==> src/rtl/alu_exec_stage.sv <==
// Execute-stage ALU slice: decodes the ALU operation and computes a 64-bit result with N/Z/V/C flags.
// The result, flags and forwarded control are captured each cycle into the EX/MEM pipeline register.
module alu_exec_stage (
    input  logic        clk,
    input  logic        reset,
    input  logic [1:0]  ALUOp,
    input  logic [10:0] OpcodeField,
    input  logic [63:0] A,
    input  logic [63:0] B,
    input  logic [2:0]  MEM,
    input  logic [1:0]  WB,
    input  logic [63:0] brAddr,
    input  logic [63:0] ReadData2,
    input  logic [4:0]  Rw,
    output logic [63:0] result,
    output logic        negative,
    output logic        zero,
    output logic        overflow,
    output logic        carry_out,
    output logic [2:0]  cntrl,
    output logic [63:0] ALU_Result_Out,
    output logic [63:0] brAddr_Out,
    output logic [63:0] ReadData2_Out,
    output logic [2:0]  MEM_Out,
    output logic [1:0]  WB_Out,
    output logic [4:0]  Rw_Out,
    output logic        zero_Out,
    output logic        negative_Out,
    output logic        overflow_Out,
    output logic        carry_Out
);

    localparam logic [2:0] CTL_PASS_B = 3'b000;
    localparam logic [2:0] CTL_ADD    = 3'b010;
    localparam logic [2:0] CTL_SUB    = 3'b011;
    localparam logic [2:0] CTL_AND    = 3'b100;
    localparam logic [2:0] CTL_ORR    = 3'b101;
    localparam logic [2:0] CTL_EOR    = 3'b110;

    logic [2:0]  w_cntrl;
    logic [63:0] w_b_op;
    logic        w_cin;
    logic [63:0] w_low_sum;
    logic        w_c63;
    logic [63:0] w_sum;
    logic        w_cout;
    logic [63:0] w_result;
    logic        w_overflow;
    logic        w_carry;

    logic [63:0] r_alu_result;
    logic [63:0] r_br_addr;
    logic [63:0] r_read_data2;
    logic [2:0]  r_mem;
    logic [1:0]  r_wb;
    logic [4:0]  r_rw;
    logic        r_zero;
    logic        r_negative;
    logic        r_overflow;
    logic        r_carry;

    // ALU control decode from operation class and opcode
    always_comb begin
        w_cntrl = CTL_ADD;
        case (ALUOp)
            2'b00: w_cntrl = CTL_ADD;
            2'b01: w_cntrl = CTL_PASS_B;
            2'b11: w_cntrl = CTL_PASS_B;
            2'b10: begin
                casez (OpcodeField)
                    11'b10001011000: w_cntrl = CTL_ADD;
                    11'b10101011000: w_cntrl = CTL_ADD;
                    11'b11101011000: w_cntrl = CTL_SUB;
                    11'b10001010000: w_cntrl = CTL_AND;
                    11'b10101010000: w_cntrl = CTL_ORR;
                    11'b11001010000: w_cntrl = CTL_EOR;
                    11'b1001000100?: w_cntrl = CTL_ADD;
                    11'b11010011011: w_cntrl = CTL_PASS_B;
                    11'b11010011010: w_cntrl = CTL_PASS_B;
                    11'b10011011000: w_cntrl = CTL_PASS_B;
                    default:         w_cntrl = CTL_ADD;
                endcase
            end
            default: w_cntrl = CTL_ADD;
        endcase
    end

    // Shared adder; the low 63 bits are summed separately to expose the carry into bit 63
    always_comb begin
        w_cin     = (w_cntrl == CTL_SUB);
        w_b_op    = w_cin ? ~B : B;
        w_low_sum = {1'b0, A[62:0]} + {1'b0, w_b_op[62:0]} + {63'd0, w_cin};
        w_c63     = w_low_sum[63];
        w_sum     = {A[63] ^ w_b_op[63] ^ w_c63, w_low_sum[62:0]};
        w_cout    = (A[63] & w_b_op[63]) | (w_c63 & (A[63] ^ w_b_op[63]));
    end

    // Result select; arithmetic flags are only meaningful for add/sub
    always_comb begin
        w_result   = 64'd0;
        w_overflow = 1'b0;
        w_carry    = 1'b0;
        case (w_cntrl)
            CTL_PASS_B: w_result = B;
            CTL_ADD, CTL_SUB: begin
                w_result   = w_sum;
                w_overflow = w_c63 ^ w_cout;
                w_carry    = w_cout;
            end
            CTL_AND: w_result = A & B;
            CTL_ORR: w_result = A | B;
            CTL_EOR: w_result = A ^ B;
            default: w_result = 64'd0;
        endcase
    end

    assign cntrl     = w_cntrl;
    assign result    = w_result;
    assign negative  = w_result[63];
    assign zero      = (w_result == 64'd0);
    assign overflow  = w_overflow;
    assign carry_out = w_carry;

    // EX/MEM pipeline register, captures every cycle
    always_ff @(posedge clk) begin
        if (reset) begin
            r_alu_result <= 64'd0;
            r_br_addr    <= 64'd0;
            r_read_data2 <= 64'd0;
            r_mem        <= 3'd0;
            r_wb         <= 2'd0;
            r_rw         <= 5'd0;
            r_zero       <= 1'b0;
            r_negative   <= 1'b0;
            r_overflow   <= 1'b0;
            r_carry      <= 1'b0;
        end else begin
            r_alu_result <= w_result;
            r_br_addr    <= brAddr;
            r_read_data2 <= ReadData2;
            r_mem        <= MEM;
            r_wb         <= WB;
            r_rw         <= Rw;
            r_zero       <= (w_result == 64'd0);
            r_negative   <= w_result[63];
            r_overflow   <= w_overflow;
            r_carry      <= w_carry;
        end
    end

    assign ALU_Result_Out = r_alu_result;
    assign brAddr_Out     = r_br_addr;
    assign ReadData2_Out  = r_read_data2;
    assign MEM_Out        = r_mem;
    assign WB_Out         = r_wb;
    assign Rw_Out         = r_rw;
    assign zero_Out       = r_zero;
    assign negative_Out   = r_negative;
    assign overflow_Out   = r_overflow;
    assign carry_Out      = r_carry;

endmodule

==> config.mk <==
export PLATFORM = sky130hd
export DESIGN_NAME = alu_exec_stage
export DESIGN_NICKNAME = d
export VERILOG_FILES = /design/src/rtl/alu_exec_stage.sv
export SDC_FILE = /design/constraint.sdc
export NUM_CORES = 1
export LEC_CHECK = 0
export BUFFER_PORTS_ARGS = -buffer_cell sky130_fd_sc_hd__clkbuf_2
export CORE_AREA = 5 5 215 217
export CTS_CLUSTER_SIZE = 12
export DETAILED_ROUTE_END_ITERATION = 16
export DIE_AREA = 0 0 220 222
export HOLD_SLACK_MARGIN = 0.05
export SLEW_MARGIN = 20
export SYNTH_ARGS = -nofsm -noshare
export SYNTH_HDL_FRONTEND = slang
export SYNTH_SLANG_ARGS = --single-unit
==> constraint.sdc <==
create_clock -name clk -period 9.9 [get_ports clk]
set_clock_uncertainty 0.15 [all_clocks]
set_input_delay 1.98 -clock clk [delete_from_list [all_inputs] [get_ports clk]]
set_output_delay 1.98 -clock clk [all_outputs]
set_load 0.05 [all_outputs]
==> results.ini <==
[run_status]
outcome=finished clean

[sta]
tightestPinTransition_ns=1.14
hold_violations=0
max_freq_mhz=105
whs_ns=1.49
period_share_pct=96.6
period_needed_ns=9.56
slew_headroom_pct=23.4
maxSlewViolCount=0
setup_viol=0

[detailed_routing]
first_iter_violations=1126
drt-met1-wl_um=28800
drc=0
dr.pass1.iters=5
wl_per_cell_um=23.1
route.met3.wl_um=5330
vias=16200
ant_nets=0
drt-vias-per-instance=5.24
drt_wl_total_um=71400
wl_met2_um=34700
top_layer_used=met4

[global_route]
grt_max_degree=105
grt_pass1_wl_um=103000
grt_pass1_vias=16200
grt_usage_pct=27.6
grt_overflow=0
antenna_found_initial=6

[placed_design]
gp_congestion=0.959
dp.cells=3051
placed_cell_area_mm2=0.0194
port_buffers=557
dp_hpwl_um=60300

[critical_path]
start_kind=primary input
endpoint=zero
critPathKind=primary input to output port
end_kind=output port
startpoint=ALUOp[0]
path_max_fanout=15
worstPathRequired_ns=7.77
cp.arrival_ns=7.43

[power_and_ir_drop]
power.leakage_nw=10.0
peakVddDrop_v=0.000204
powerDensity_mw_per_mm2=145

[clock_tree]
cts.sink_count=205
cts_tree=done
clockRootBuffer=clkbuf_16
clk_pin_slew_ns=0.06
numCtsBuffers=23
cts_htree_levels=1
cts_hold_buf=0
clockBufferDepth=3

[worst_hold_path]
min_from=Rw[4]
hold_class=primary input to flip-flop

[synthesis]
synth-seq-area-share_pct=27.3
syn_nets=2334
ys_ff_latch=205
synth_cell_types=93
synth-edff-count=0
netlist_area_mm2=0.0150
synthArstFlopShare_pct=0
avgSynthCellArea_um2=8.12
synthCells=1853
synth_warnings=0
synth_ff_type=dfxtp_1

[final_layout]
design_area_mm2=0.0202
post-route-util_pct=45.9
fill_cells=4429
layoutNonFillerInstCount=3095
syn2layout_area_growth_pct=34.1
drive_gt1_share_pct=31.4
fin_nets=2966

[floorplanning]
die_h_um=222
rows=77
core_mm2=0.0439
die_area_mm2=0.0488
initial_utilization_pct=34.2
die_w_um=220
ioPinCount=558

[job]
cap_violations=0

[synthesized netlist by cell type (6+ instances only)]
cell / number / share of area, %
nor2_1: 93 / 2.3
a221o_1: 26 / 1.7
o211ai_1: 8 / 0.40
nor3b_1: 7 / 0.35
o21a_1: 11 / 0.55
nand3b_1: 6 / 0.30
a221oi_1: 16 / 0.93
a31oi_1: 16 / 0.67
nand2_1: 135 / 3.4
and2_1: 6 / 0.25
o31ai_1: 8 / 0.40
ha_1: 198 / 16
nand2b_1: 10 / 0.42
nor4_1: 12 / 0.50
a21o_1: 24 / 1.2
o21bai_1: 8 / 0.40
buf_2: 10 / 0.33
and4_1: 7 / 0.41
nand4_1: 47 / 2.0
inv_1: 173 / 4.3
buf_1: 7 / 0.17
xor2_1: 20 / 1.2
a21oi_1: 122 / 4.1
o21ai_0: 119 / 4.0
clkbuf_1: 73 / 1.8
nor2b_1: 167 / 6.9
xnor2_1: 93 / 5.4
nand3_1: 27 / 0.90
nor3_1: 26 / 0.87
dfxtp_1: 205 / 27
a211oi_1: 11 / 0.55
or3_1: 12 / 0.50
a22oi_1: 24 / 1.2
mux2i_1: 9 / 0.60
and3_1: 12 / 0.50
[routing by layer]
layer | vias up | track usage (%)
met5 | - | 0
met4 | 0 | 9.87
met3 | 90 | 4.93
met2 | 648 | 48.0
met1 | 7771 | 33.9
li1 | 7708 | -
[logic make-up after synthesis]
family / Yosys count / share of synthesized area (%)
adder cells (fa/ha/maj): 200 / 16.7
AO/OA/AOI/OAI: 454 / 20.1
AND/OR/NAND/NOR: 597 / 21.4
flip-flops: 205 / 27.3
multiplexers: 10 / 0.674
XOR/XNOR: 113 / 6.58
buffers and inverters: 274 / 7.22
[cell usage in the layout (no fill, tap or decap), types with 6 or more instances in the layout]
master | synthesis | final
and3_1 | 12 | 12
nor4_1 | 12 | 9
dfxtp_1 | 205 | 205
xor2_1 | 20 | 20
o21ai_0 | 119 | 119
nand2b_1 | 10 | 10
o21a_1 | 11 | 11
nand4_1 | 47 | 47
o21bai_1 | 8 | 8
nor2b_1 | 167 | 167
nor3_1 | 26 | 25
clkbuf_16 | 0 | 23
o211ai_1 | 8 | 8
a21oi_2 | 2 | 7
a221oi_1 | 16 | 15
nor3b_1 | 7 | 7
mux2i_1 | 9 | 9
or3_1 | 12 | 12
nand3_1 | 27 | 26
nor2_1 | 93 | 91
a211oi_1 | 11 | 10
nand2_1 | 135 | 133
a22oi_1 | 24 | 24
a221o_1 | 26 | 26
nand3b_1 | 6 | 6
o31ai_1 | 8 | 8
a21o_1 | 24 | 24
and4_1 | 7 | 6
ha_1 | 198 | 198
a31oi_1 | 16 | 16
clkbuf_2 | 3 | 555
and2_1 | 6 | 6
inv_1 | 173 | 173
buf_4 | 5 | 147
xnor2_1 | 93 | 93
a21oi_1 | 122 | 117
diode_2 | 0 | 6
[worst min path at each step]
| stage | to | depth (start not counted) |
|---|---|---|
| 2_1_floorplan | MEM_Out[0] | 1 |
| 3_3_place_gp | brAddr_Out[62] | 2 |
| 3_5_place_dp | Rw_Out[4] | 2 |
| 4_1_cts | Rw_Out[4] | 2 |
| 5_1_grt | Rw_Out[4] | 2 |
| 6_report | Rw_Out[4] | 2 |
[state kept, by name (all words and copies together), names as in the netlist]
signal / count
ALU_Result_Out: 64
MEM_Out: 3
ReadData2_Out: 64
Rw_Out: 5
WB_Out: 2
brAddr_Out: 64
carry_Out: 1
overflow_Out: 1
zero_Out: 1
[critical path, stage by stage]
cell	delay [ns]
clkbuf_2	0.11
nor4bb_4	0.30
and4_4	0.34
buf_12	0.18
buf_4	0.17
xnor2_1	0.07
ha_1	0.21
a21oi_1	0.21
o21ai_0	0.17
a221oi_2	0.30
o311ai_0	0.21
a21oi_2	0.18
nand2_2	0.09
a211oi_2	0.25
o21bai_1	0.09
a21o_1	0.22
fa_1	0.46
a21oi_2	0.22
nand2_4	0.06
or2_1	0.22
nor4_1	0.19
nand4b_1	0.15
buf_4	0.18
nor4_2	0.15
nand4_1	0.18
nor3_1	0.23
buf_4	0.15
buf_12	0.13
[timing repair]
item / in CTS / in global routing
buffers inserted: 0 / 1
hold endpoints to repair: 0 / 0
gates resized for setup: 0 / 9
endpoints found under the setup margin: 0 / 1
[power by group]
group | switching, W | internal, W
sequential | 0.0000169 | 0.000882
clock | 0.000353 | 0.000477
combinational | 0.000837 | 0.000357
total | 0.00121 | 0.00172
[area by class of cell]
type	count	area (µm²)	area share [%]
Antenna cell	6	15.0	0.0744
Clock buffer	31	636	3.15
Clock inverter	6	78.8	0.391
Inverter	173	649	3.22
Multi-Input combinational cell	1374	9960	49.4
Sequential cell	205	4100	20.3
Tap cell	592	741	3.67
Timing Repair Buffer	708	3990	19.8
[per-stage QoR]
step,total power [W],setup slack (ns),TNS (ns)
detailed placement,0.00210,0.259,0
global route,0.00306,-0.0545,-0.0545
CTS,0.00294,0.230,0
finish,0.00292,0.339,0
floorplan,0.00167,0.00780,0
global placement,0.00209,0.362,0
Note: power is estimated with default switching activity, not from simulation.
